### src/rtl/alu_pkg.sv
// Shared opcode constants and FSM state type for the multicycle ALU.
package alu_pkg;

  localparam int OP_W = 4;

  localparam logic [OP_W-1:0] ALU_NOP = 4'd0;
  localparam logic [OP_W-1:0] ALU_NOT = 4'd1;
  localparam logic [OP_W-1:0] ALU_INC = 4'd2;
  localparam logic [OP_W-1:0] ALU_DEC = 4'd3;
  localparam logic [OP_W-1:0] ALU_MOV = 4'd4;
  localparam logic [OP_W-1:0] ALU_ADD = 4'd5;
  localparam logic [OP_W-1:0] ALU_SUB = 4'd6;
  localparam logic [OP_W-1:0] ALU_AND = 4'd7;
  localparam logic [OP_W-1:0] ALU_OR  = 4'd8;
  localparam logic [OP_W-1:0] ALU_SHL = 4'd9;
  localparam logic [OP_W-1:0] ALU_SHR = 4'd10;
  localparam logic [OP_W-1:0] ALU_MUL = 4'd11;

  typedef enum logic [0:0] {
    IDLE = 1'b0,
    BUSY = 1'b1
  } state_e;

endpackage

### src/rtl/alu_mul_iter.sv
// Iterative unsigned shift-add multiplier: one multiplier bit per cycle,
// done_o pulses for one cycle once the full 2*WIDTH-bit product is in place.
module alu_mul_iter #(
  parameter int WIDTH = 16
) (
  input  logic               clk_i,
  input  logic               rst_i,
  input  logic               start_i,
  input  logic [WIDTH-1:0]   a_i,
  input  logic [WIDTH-1:0]   b_i,
  output logic               done_o,
  output logic [2*WIDTH-1:0] product_o
);

  localparam int SH_W = $clog2(WIDTH);
  localparam logic [SH_W:0] LastCnt = (SH_W+1)'(WIDTH - 1);

  logic [2*WIDTH-1:0] acc_q;
  logic [2*WIDTH-1:0] mcand_q;
  logic [WIDTH-1:0]   mplier_q;
  logic [SH_W:0]      cnt_q;
  logic               run_q;
  logic               done_q;

  // Operands are captured on start so later input changes cannot disturb the run.
  always_ff @(posedge clk_i) begin
    if (rst_i) begin
      acc_q    <= '0;
      mcand_q  <= '0;
      mplier_q <= '0;
      cnt_q    <= '0;
      run_q    <= 1'b0;
      done_q   <= 1'b0;
    end else begin
      done_q <= 1'b0;
      if (start_i) begin
        acc_q    <= '0;
        mcand_q  <= {{WIDTH{1'b0}}, a_i};
        mplier_q <= b_i;
        cnt_q    <= '0;
        run_q    <= 1'b1;
      end else if (run_q) begin
        if (mplier_q[0]) begin
          acc_q <= acc_q + mcand_q;
        end
        mcand_q  <= mcand_q << 1;
        mplier_q <= mplier_q >> 1;
        cnt_q    <= cnt_q + 1'b1;
        if (cnt_q == LastCnt) begin
          run_q  <= 1'b0;
          done_q <= 1'b1;
        end
      end
    end
  end

  assign done_o    = done_q;
  assign product_o = acc_q;

endmodule

### src/rtl/alu_multicycle.sv
// Datapath ALU with valid/ready handshakes, registered result and flags,
// and an iterative multiply that holds off new requests while it runs.
module alu_multicycle
  import alu_pkg::*;
#(
  parameter int WIDTH = 16
) (
  input  logic             clk,
  input  logic             rst,
  input  logic             in_valid,
  output logic             in_ready,
  input  logic [OP_W-1:0]  op,
  input  logic [WIDTH-1:0] a,
  input  logic [WIDTH-1:0] b,
  output logic             out_valid,
  input  logic             out_ready,
  output logic [WIDTH-1:0] result,
  output logic [WIDTH-1:0] result_hi,
  output logic             flag_z,
  output logic             flag_c,
  output logic             flag_v,
  output logic             flag_n,
  output logic             illegal_op
);

  localparam int SH_W = $clog2(WIDTH);
  localparam logic [WIDTH-1:0] WidthVal = WIDTH'(WIDTH);
  localparam logic [WIDTH-1:0] OneVal   = WIDTH'(1);

  state_e           state_q;
  logic             out_valid_q;
  logic [WIDTH-1:0] result_q;
  logic [WIDTH-1:0] result_hi_q;
  logic             flag_z_q, flag_c_q, flag_v_q, flag_n_q;
  logic             illegal_q;

  logic             accept;
  logic             mul_start;
  logic             mul_done;
  logic [2*WIDTH-1:0] mul_prod;
  logic             mul_finish;

  logic [WIDTH-1:0] alu_res_d;
  logic             alu_c_d, alu_v_d, alu_z_d, alu_n_d, alu_illegal_d;
  logic [WIDTH-1:0] b_eff;
  logic [WIDTH:0]   add_sum;
  logic [WIDTH:0]   sub_diff;
  logic [WIDTH:0]   shl_ext;
  logic [WIDTH:0]   shr_ext;

  assign in_ready   = (state_q == IDLE) && (!out_valid_q || out_ready);
  assign accept     = in_valid && in_ready;
  assign mul_start  = accept && (op == ALU_MUL);
  assign mul_finish = (state_q == BUSY) && mul_done;

  alu_mul_iter #(
    .WIDTH(WIDTH)
  ) u_mul (
    .clk_i     (clk),
    .rst_i     (rst),
    .start_i   (mul_start),
    .a_i       (a),
    .b_i       (b),
    .done_o    (mul_done),
    .product_o (mul_prod)
  );

  // Single-cycle ops; carry/borrow come from the extra top bit of the WIDTH+1 sums,
  // and the shift extensions carry the last bit shifted out in their spare bit.
  always_comb begin
    b_eff         = ((op == ALU_INC) || (op == ALU_DEC)) ? OneVal : b;
    add_sum       = {1'b0, a} + {1'b0, b_eff};
    sub_diff      = {1'b0, a} - {1'b0, b_eff};
    shl_ext       = {1'b0, a} << b;
    shr_ext       = {a, 1'b0} >> b;
    alu_res_d     = '0;
    alu_c_d       = 1'b0;
    alu_v_d       = 1'b0;
    alu_illegal_d = 1'b0;
    case (op)
      ALU_NOP: alu_res_d = '0;
      ALU_NOT: alu_res_d = ~a;
      ALU_MOV: alu_res_d = a;
      ALU_AND: alu_res_d = a & b;
      ALU_OR:  alu_res_d = a | b;
      ALU_INC, ALU_ADD: begin
        alu_res_d = add_sum[WIDTH-1:0];
        alu_c_d   = add_sum[WIDTH];
        alu_v_d   = (a[WIDTH-1] == b_eff[WIDTH-1]) && (add_sum[WIDTH-1] != a[WIDTH-1]);
      end
      ALU_DEC, ALU_SUB: begin
        alu_res_d = sub_diff[WIDTH-1:0];
        alu_c_d   = sub_diff[WIDTH];
        alu_v_d   = (a[WIDTH-1] != b_eff[WIDTH-1]) && (sub_diff[WIDTH-1] != a[WIDTH-1]);
      end
      ALU_SHL: begin
        if (b <= WidthVal) begin
          alu_res_d = shl_ext[WIDTH-1:0];
          alu_c_d   = shl_ext[WIDTH];
        end
      end
      ALU_SHR: begin
        if (b <= WidthVal) begin
          alu_res_d = shr_ext[WIDTH:1];
          alu_c_d   = shr_ext[0];
        end
      end
      ALU_MUL: alu_res_d = '0;
      default: alu_illegal_d = 1'b1;
    endcase
    alu_z_d = !alu_illegal_d && (alu_res_d == '0);
    alu_n_d = alu_res_d[WIDTH-1];
  end

  // Output register: loads on a single-cycle accept or multiply completion,
  // otherwise holds everything and only retires out_valid once consumed.
  always_ff @(posedge clk) begin
    if (rst) begin
      state_q     <= IDLE;
      out_valid_q <= 1'b0;
      result_q    <= '0;
      result_hi_q <= '0;
      flag_z_q    <= 1'b0;
      flag_c_q    <= 1'b0;
      flag_v_q    <= 1'b0;
      flag_n_q    <= 1'b0;
      illegal_q   <= 1'b0;
    end else begin
      if (mul_start) begin
        state_q <= BUSY;
      end else if (mul_finish) begin
        state_q <= IDLE;
      end

      if (accept && (op != ALU_MUL)) begin
        out_valid_q <= 1'b1;
        result_q    <= alu_res_d;
        result_hi_q <= '0;
        flag_z_q    <= alu_z_d;
        flag_c_q    <= alu_c_d;
        flag_v_q    <= alu_v_d;
        flag_n_q    <= alu_n_d;
        illegal_q   <= alu_illegal_d;
      end else if (mul_finish) begin
        out_valid_q <= 1'b1;
        result_q    <= mul_prod[WIDTH-1:0];
        result_hi_q <= mul_prod[2*WIDTH-1:WIDTH];
        flag_z_q    <= (mul_prod[WIDTH-1:0] == '0);
        flag_c_q    <= (mul_prod[2*WIDTH-1:WIDTH] != '0);
        flag_v_q    <= 1'b0;
        flag_n_q    <= mul_prod[WIDTH-1];
        illegal_q   <= 1'b0;
      end else if (out_valid_q && out_ready) begin
        out_valid_q <= 1'b0;
      end
    end
  end

  assign out_valid  = out_valid_q;
  assign result     = result_q;
  assign result_hi  = result_hi_q;
  assign flag_z     = flag_z_q;
  assign flag_c     = flag_c_q;
  assign flag_v     = flag_v_q;
  assign flag_n     = flag_n_q;
  assign illegal_op = illegal_q;

endmodule

### config.mk
export PLATFORM = sky130hd
export DESIGN_NAME = alu_multicycle
export DESIGN_NICKNAME = d
export VERILOG_FILES = /design/src/rtl/alu_pkg.sv /design/src/rtl/alu_mul_iter.sv /design/src/rtl/alu_multicycle.sv
export SDC_FILE = /design/constraint.sdc
export NUM_CORES = 1
export LEC_CHECK = 0
export BUFFER_PORTS_ARGS = -buffer_cell sky130_fd_sc_hd__buf_4
export CAP_MARGIN = 20
export CORE_MARGIN = 10
export CORE_UTILIZATION = 40
export DETAILED_ROUTE_END_ITERATION = 7
export RECOVER_POWER = 25
export REMOVE_ABC_BUFFERS = 1
export SYNTH_ARGS = -nofsm -noshare
export SYNTH_HDL_FRONTEND = slang
export SYNTH_SLANG_ARGS = --single-unit
### constraint.sdc
create_clock -name clk -period 5.3 [get_ports clk]
set_clock_uncertainty 0.2 [all_clocks]
set_input_delay 0.795 -clock clk [delete_from_list [all_inputs] [get_ports clk]]
set_output_delay 0.795 -clock clk [all_outputs]
set_load 0.1 [all_outputs]
---- Word-level counts from Yosys, hierarchy flattened ----
Index checks and enable logic that the tools add are counted.
cells by class
  add/sub/neg operators ................... 4
  multiply operators ...................... 0
  div/mod/pow operators ................... 0
  $lt $le $gt $ge ......................... 1
  equality and inequality tests ........... 17
  shifts and indexed selects .............. 2
  muxes and demuxes ....................... 32
  bitwise gates (word level) .............. 5
  reductions and logical operators ........ 27
operators by type and width
  operator                                                          count
  2-to-1 mux 16 bit                                                 9
  one-hot mux 16 bit (8 select lines)                               1
  adder 32 bit                                                      1
  zero test 16 bit                                                  2
  2-to-1 mux 1 bit                                                  20
  adder 16 x 16 -> 17 bit                                           1
  left shift 16 x 16 -> 17 bit                                      1
  >> shifter 17 x 16 -> 17 bit                                      1
  subtractor 16 x 16 -> 17 bit                                      1
  bitwise AND 16 bit                                                1
  equality test 4 x 3 -> 1 bit (second input constant)              4
  equality test 4 bit (second input constant)                       4
  less-or-equal comparator 16 x 5 -> 1 bit (second input constant)  1
  inverter 16 bit                                                   1
  bitwise OR 16 bit                                                 1
  nonzero test 16 bit                                               1
  OR reduction 12 bit                                               1
  logical AND 1 bit                                                 9
  equality test 4 x 2 -> 1 bit (second input constant)              2
  OR reduction 2 bit                                                4
  nonzero test 2 bit                                                3
  adder 5 x 1 -> 5 bit (second input constant)                      1
  equality test 5 x 4 -> 1 bit (second input constant)              1
  equality test 4 x 1 -> 1 bit (second input constant)              1
  other kinds (12)                                                  16
word-level totals
  bits in registers ....................... 126
  latch bits .............................. 0
  bits in writable memories ............... 0
  bits in read-only memories .............. 0
  output and inout port bits .............. 39
  word-level logic and storage cells ...... 104
  memories ................................ 0

---- Longest topological paths before layout ----
Gate-level depths: netlist of run 1.
  depth after elaboration ................. 8
  gate-level depth with buffers ........... 18
  gate-level depth less buffers ........... 16

---- Modules after synthesis ----
From an unflattened synthesis of run 1, not the netlist that was laid out.
unflattened totals
  cell total of the unflattened synthesis .. 1488
  area, all modules ....................... 11454.7 µm²
by module, submodules not included
  module          instances  cells each  area an instance (µm²)  seq. area each (µm²)
  alu_multicycle  1          848         6299.8                  760.7
  alu_mul_iter    1          640         5154.9                  1741.7

---- Least setup slack after synthesis of run 1 ----
No wires, ideal clock.
  path type ............................... input to register
  start point ............................. in op[3]
  end point ............................... reg flag_z_q (netlist: flag_z)
  arrival ................................. 4291 ps
  required time ........................... 5004 ps
  setup slack ............................. 713 ps
  stages .................................. 18
  buffers on the path ..................... 2
  path through ............................ clkbuf_1 nand2b_1 or2_2 clkbuf_1 nand2b_1 ha_1 inv_1 fa_1 o21bai_2 a21oi_1 o311a_1 o311a_1 a221oi_1 o211a_1 nand4_1 nor4_1 nand4b_1 o41ai_2
between the ends
  longest elaborated chain between the ends .. 8
  elaborated cells on any way between the ends .. 26
RTL lines
  element                                                                         line                                        source
  start: declaration                                                              alu_multicycle.sv:12                        input logic [OP_W-1:0] op,
  equality test 4 x 2 -> 1 bit                                                    alu_multicycle.sv:71, alu_multicycle.sv:80
  logical OR 1 bit                                                                alu_multicycle.sv:71                        b_eff = ((op == ALU_INC) || (op == ALU_DEC)) ? OneVal : b;
  2-to-1 mux 16 bit                                                               alu_multicycle.sv:71
  subtractor 16 x 16 -> 17 bit / adder 16 x 16 -> 17 bit (equally long branches)  alu_multicycle.sv:73, alu_multicycle.sv:72
  one-hot mux 16 bit (8 select lines)                                             alu_multicycle.sv:80                        case (op)
  zero test 16 bit                                                                alu_multicycle.sv:111                       alu_z_d = !alu_illegal_d && (alu_res_d == '0);
  logical AND 1 bit                                                               alu_multicycle.sv:111
  2-to-1 mux 1 bit                                                                alu_multicycle.sv:135                       if (accept && (op != ALU_MUL)) begin
  end signal: assignment                                                          alu_multicycle.sv:139                       flag_z_q <= alu_z_d;
  end signal: assignment                                                          alu_multicycle.sv:148                       flag_z_q <= (mul_prod[WIDTH-1:0] == '0);
  end: declaration                                                                alu_multicycle.sv:34                        logic flag_z_q, flag_c_q, flag_v_q, flag_n_q;
Parallel ways exist; a longest one is shown, timed or not.
A chain may end at the register's enable or synchronous reset.

---- Final worst setup path of run 1 ----
  start point ............................. in op[1]
  end point ............................... reg flag_z_q (netlist: flag_z)
The elaborated chain is that of the path after synthesis.

==> results of run 1 <==
==> cells in the final DEF (no fill, tap or decap), drive strengths merged, types with 32 or more instances in the layout <==
cell and instances:
nand2 193, nor2 143, a21oi 126, dfxtp 125
o21ai 90, mux2i 72, ha 71, a211oi 64
buf 61, clkbuf 59, inv 53, nand3 32
==> routing by layer <==
layer | vias to the layer above | wire length, microns | GRT usage, %
met5 | - | 0 | 0
met4 | 0 | 722 | 5.31
met3 | 43 | 3400 | 4.72
met2 | 502 | 15600 | 31.3
met1 | 5149 | 17600 | 31.8
li1 | 5229 | - | -
==> registers in the layout, summed over array words and instances, names as in the netlist <==
name / cells
result_hi: 16
u_mul.cnt_q: 5
u_mul.product_o: 32
u_mul.run_q: 1
u_mul.mcand_q: 32
result: 16
state_q: 1
u_mul.done_o: 1
flag_z: 1
illegal_op: 1
u_mul.mplier_q: 16
out_valid: 1
flag_v: 1
flag_c: 1
==> critical path, stage by stage <==
cell      delay (ns)
buf_4           0.19
nand2b_1        0.13
or2_2           0.30
nand2b_1        0.13
ha_1            0.18
inv_1           0.05
fa_1            0.41
o21bai_2        0.15
a21oi_1         0.12
o311a_1         0.36
o311a_1         0.34
a221oi_1        0.29
o211a_1         0.20
nand4_1         0.08
nor4_1          0.61
nand4b_1        0.19
o41ai_2         0.29
==> final cells by class <==
type	instances	area (sq um)
multi-input cells	1139	7530
clock inverters	14	159
inverters	49	184
well taps	335	419
repair buffers	102	612
flip-flops and latches	125	2500
clock buffers	18	429
fillers	2714	14300
==> logic make-up (layout without fill, tap and decap cells) <==
kind of cell	Yosys count	in the layout	synth area share [%]
flip-flops	125	125	23.4
multiplexers	94	94	10.6
adder cells (fa/ha/maj)	74	74	8.88
XOR/XNOR	30	30	2.46
AO/OA/AOI/OAI	436	436	27.2
AND/OR/NAND/NOR	505	505	21.3
buffers and inverters	157	183	6.05
==> through the flow <==
stage | setup WS (ns) | total power (uW) | hold slack (ns) | utilization, %
3_3_place_gp | 0.416 | 1710 | 0.247 | 43.6
2_1_floorplan | 0.0103 | 1450 | 0.250 | -
6_report | 0.617 | 2870 | 0.250 | 45.3
3_5_place_dp | 0.316 | 1710 | 0.247 | 43.6
4_1_cts | 0.746 | 2890 | 0.256 | 45.9
5_1_grt | 0.306 | 2990 | 0.276 | 45.3
==> power groups by stage <==
stage | clock, uW | combinational, uW | sequential, uW
2_1_floorplan | 0 | 355 | 1100
3_5_place_dp | 0 | 710 | 997
6_report | 1180 | 716 | 977
5_1_grt | 1240 | 769 | 979
3_3_place_gp | 0 | 713 | 997
4_1_cts | 1190 | 714 | 977
==> worst paths after layout <==
check / cells past startpoint / endpoint / slack (ns) / start
max: 17 / flag_z / 0.62 / op[1]
min: 2 / result_hi[7] / 0.25 / result_hi[7]
max reg2reg: 8 / u_mul.mplier_q[0] / 1.42 / out_valid
min reg2reg: 2 / result_hi[7] / 0.25 / result_hi[7]
==> metrics.cfg, run 1 <==
[pwr]
irDropWorstVdd_v=0.000239
power_frac_comb_pct=25.0
power_frac_clock_pct=41.0
p_per_area_mw_per_mm2=242
p_leak_uw=0.00456
p_int_uw=1880
pwr-share-seq_pct=34.1
netSwitchingPower_uw=990
switching_share_pct=34.5

[detailed_routing]
vias_per_cell=6.13
avgRoutedWirePerCell_microns=20.9
drcViolationCount=0
wl_microns=37300
antenna_left=0
vias=10900
drt_iter0_drc=1218
dr.pass1.iters=5

[critical_path]
worstPathRequired_ns=5.43
criticalPathCategory=input port to flop
critPathMaxFanout=17
endpoint_kind=flop
critPathLaunchType=input port
worst_ep_arrival_time_ns=4.81

[placement]
gp_congestion=1.03
dpl_cell_area_sq_mm=0.0114
placed_cells=1749
io_buffers=78
place_hpwl_microns=27200

[final_layout]
drive_gt1_share_pct=9.33
nNetsFinal=1548
area_growth_pct=10.9
final-instance-count-excl-fill=1782
finalInstanceArea_sq_mm=0.0118
n_antenna_cell=0

[synth]
synth_top_area_cell=dfxtp_1
ys_seq_elements=125
synthTopCellsByCount=nand2_1 (193), nor2_1 (143), a21oi_1 (126)
synthArstFlopShare_pct=0
yosysSeqAreaShare_pct=23.4
ys_warn_count=0
synthFlopType=dfxtp_1
synthCells=1421
ys_types=82
netlist_area_sq_mm=0.0107
netlist.area_leader.share_pct=23.4
yosysMostFrequentCell=nand2_1
synth_edf_count=0
syn_avg_cell_area_sq_um=7.51
synth_area_leaders=dfxtp_1 (23%), ha_1 (8.3%), nand2_1 (6.8%)

[sta]
hold_viol_final=0
finalCritPeriodShare_pct=88.4
setup_viol=0
post-route-min-period_ns=4.68
drv_slew=66
slew_headroom_pct=-84.9
max_freq_ghz=0.214
tns_ns=0
worstMarginPinSlew_ns=2.77
rsz0062_at_grt=false

[status]
run_status=finished with violations
violations=max-capacitance violations, max-slew violations

[grt]
grt_start_max_net_pins=66
grt_pass1_wl_microns=58800
antenna_found_initial=0
grt_pass1_vias=10100
gr-usage-all-layers_pct=21.7
grt_overflow=0

[flow_run]
max-cap-violations=1

[clocking]
postCtsSetupRepairBufs=0
cts_resized=0
cts_root_buf=clkbuf_16
cts_made_buffers=17
cts_buffer_depth=2
hold_buffers=0
numClockSinks=125
clk_latency_ns=0.42
htreeDepth=4
cts_tree=yes
clkTransAtPathRegs_ns=0.06

[floorplan]
io_pins=79
chipHeight_microns=183
coreArea_sq_mm=0.0261
start_util_pct=40.9
fp.dieW_microns=183
dieArea_sq_mm=0.0336
fp-row-count=59

[hold_path]
hold_class=flop to flop

Note: power is estimated with default switching activity, not from simulation.
==> inputs of run 2 (changes only) <==
--- a/config.mk
+++ b/config.mk
@@ -7,11 +7,11 @@
 export LEC_CHECK = 0
 export BUFFER_PORTS_ARGS = -buffer_cell sky130_fd_sc_hd__buf_4
 export CAP_MARGIN = 20
-export CORE_MARGIN = 10
+export CORE_MARGIN = 8
 export CORE_UTILIZATION = 40
 export DETAILED_ROUTE_END_ITERATION = 7
+export PLACE_DENSITY = 0.67
 export RECOVER_POWER = 25
-export REMOVE_ABC_BUFFERS = 1
 export SYNTH_ARGS = -nofsm -noshare
 export SYNTH_HDL_FRONTEND = slang
 export SYNTH_SLANG_ARGS = --single-unit
==> metrics.cfg, run 2 (synthesis results as in run 1) <==
[critical_path]
critPathMaxStageDelay_ns=0.43  ; was 0.61 ns
rrSetupSlack_ns=1.80  ; was 1.42 ns
critPathMaxFanout=21  ; was 17
crit_slowest_cell=fa_1  ; was nor4_1
criticalPathCategory=input port to flop  ; unchanged
reg2reg_from=u_mul.product_o[3]  ; was out_valid
r2r_end=u_mul.product_o[31]  ; was u_mul.mplier_q[0]
worst_ep_arrival_time_ns=4.68  ; was 4.81 ns
worstPathRequired_ns=5.43  ; about the same
endpoint_kind=flop  ; unchanged
critical_path.cell_chain=buf_4, nand2b_1, or2_2, nand2b_1, ha_1, inv_1, fa_1, o21bai_2, a21oi_1, o311a_1, o311a_1, a221oi_1, o211a_1, nand4_1, nor4_1, nand4b_1, o41ai_2  ; unchanged
reg2regPathDepth=11  ; was 8
critPathLaunchType=input port  ; unchanged

[hold_path]
hold-path-endpoint=result_hi[8]  ; was result_hi[7]
hold_class=flop to flop  ; unchanged
hold_depth=2  ; unchanged
hold_path_startpoint=result_hi[8]  ; was result_hi[7]

[synth]
synth_nets=1535

[final_layout]
final_common_cell=nand2_1  ; unchanged
post-route-util_pct=44.5  ; was 45.3%
finalInstanceArea_sq_mm=0.0118  ; about the same
final_cell_mix=nand2_1 (193), nor2_1 (143), a21oi_1 (126)  ; was nand2_1 (192), nor2_1 (143), a21oi_1 (126)
area_growth_pct=10.7  ; was 10.9%
nNetsFinal=1545  ; was 1,548
n_antenna_cell=0  ; unchanged
final-instance-count-excl-fill=1785  ; was 1,782
drive_gt1_share_pct=9.21  ; was 9.33%

[sta]
max_freq_ghz=0.220  ; was 0.214 GHz
drv_slew=0  ; was 66
finalCritPeriodShare_pct=85.8  ; was 88.4%
worstMarginPinSlew_ns=1.23  ; was 2.77 ns
hold_viol_final=0  ; unchanged
tns_ns=0  ; unchanged
setup_viol=0  ; unchanged
post-route-min-period_ns=4.55  ; was 4.68 ns
rsz0062_at_grt=false  ; unchanged
slew_headroom_pct=18.6  ; was -84.9%

[detailed_routing]
vias=10900  ; about the same
drcViolationCount=0  ; unchanged
vias_per_cell=6.10  ; was 6.13
highest_layer=met4  ; unchanged
drt-met1-wl_microns=16200  ; was 17,600 microns
antenna_left=0  ; unchanged
routed-wl-met3_microns=2560  ; was 3400 microns
dr_wl_met2_microns=15900  ; was 15,600 microns
drt_iter0_drc=1143  ; was 1,218
dr.pass1.iters=6  ; was 5
avgRoutedWirePerCell_microns=20.2  ; was 20.9 microns
wl_microns=36000  ; was 37,300 microns

[clocking]
clkTransAtPathRegs_ns=0.06  ; about the same
hold_buffers=0  ; unchanged
postCtsSetupRepairBufs=0  ; unchanged
cts_resized=0  ; unchanged
cts_buffer_depth=2  ; unchanged
cts_tree=yes  ; unchanged
cts_root_buf=clkbuf_16  ; unchanged
numClockSinks=125  ; unchanged
htreeDepth=4  ; unchanged
clk_latency_ns=0.43  ; was 0.42 ns
cts_made_buffers=17  ; unchanged

[placement]
gp_congestion=0.947  ; was 1.03
dpl_cell_area_sq_mm=0.0114  ; about the same
placed_cells=1753  ; was 1,749
place_hpwl_microns=26800  ; was 27,200 microns
io_buffers=78  ; unchanged

[pwr]
pwr-share-seq_pct=34.5  ; was 34.1%
p_per_area_mw_per_mm2=240  ; was 242 mW/mm^2
irDropWorstVdd_v=0.000203  ; was 0.000239 V
switching_share_pct=35.1  ; was 34.5%
netSwitchingPower_uw=993  ; was 990 uW
power_frac_comb_pct=24.6  ; was 25.0%
power_frac_clock_pct=40.9  ; was 41.0%
p_int_uw=1840  ; was 1880 uW
p_leak_uw=0.00455  ; was 0.00456 uW

[floorplan]
chipHeight_microns=179  ; was 183 microns
io_pins=79  ; unchanged
dieArea_sq_mm=0.0322  ; was 0.0336 sq mm
coreArea_sq_mm=0.0266  ; was 0.0261 sq mm
fp-row-count=60  ; was 59
start_util_pct=40.2  ; was 40.9%
fp.dieW_microns=179  ; was 183 microns

[grt]
grt_pass1_wl_microns=57000  ; was 58,800 microns
grt_start_max_net_pins=66  ; unchanged
antenna_found_initial=0  ; unchanged
gr-usage-all-layers_pct=22.4  ; was 21.7%
grt_pass1_vias=10200  ; was 10,100
grt_overflow=0  ; unchanged

[status]
run_status=finished, final reports clean  ; was finished with violations

[flow_run]
max-cap-violations=0  ; was 1

[run 2: cell types whose count changed in the layout (fill, tap and decap cells not counted)]
cell        previous run  this run
inv_6                  5         6
buf_4                 61        59
clkinv_4               4         1
nand2_1              192       193
clkinvlp_4             2         3
nand2_2                1         0
bufinv_16              2         1
inv_8                  0         3
clkbuf_1              42        40
[run 2: cell type report]
class / count / area, sq um
Inverter: 49 / 184
Sequential cell: 125 / 2500
Clock buffer: 17 / 425
Fill cell: 2756 / 14800
Tap cell: 341 / 427
Multi-Input combinational cell: 1139 / 7530
Clock inverter: 15 / 153
Timing Repair Buffer: 99 / 593
[run 2: power by group through the flow]
stage          registers, uW  logic, uW  clock network (uW)
2_1_floorplan           1090        413                   0
3_3_place_gp             997        697                   0
3_5_place_dp             997        700                   0
4_1_cts                  976        703                1170
5_1_grt                  978        752                1210
6_report                 977        698                1160
[run 2: how the worst max path moves through the flow]
stage                        end  startpoint
after floorplan           flag_z       op[3]
after global placement    flag_z       op[3]
after detailed placement  flag_z       op[3]
after CTS                 flag_z       op[3]
after global routing      flag_z       op[3]
final                     flag_z       op[3]
[run 2: per-stage QoR]
| step | setup slack, ns | total power, uW | hold WS [ns] |
|---|---|---|---|
| after floorplan | 0.713 | 1500 | 0.250 |
| after global placement | 0.494 | 1690 | 0.244 |
| after detailed placement | 0.369 | 1700 | 0.248 |
| after CTS | 0.806 | 2850 | 0.258 |
| after global routing | 0.533 | 2940 | 0.275 |
| final | 0.751 | 2830 | 0.255 |
[run 2: metal layers]
layer	up-vias	GRT usage (%)
met4	0	9.93
met5	-	0
met1	5146	30.3
li1	5231	-
met2	425	34.6
met3	79	3.92
[run 2: critical path, delay by kind of cell]
kind / cells / cell delay (ns)
buffers and inverters: 2 / 0.24
AND/OR/NAND/NOR: 6 / 1.28
AO/OA/AOI/OAI: 7 / 1.72
adder cells (fa/ha/maj): 2 / 0.61
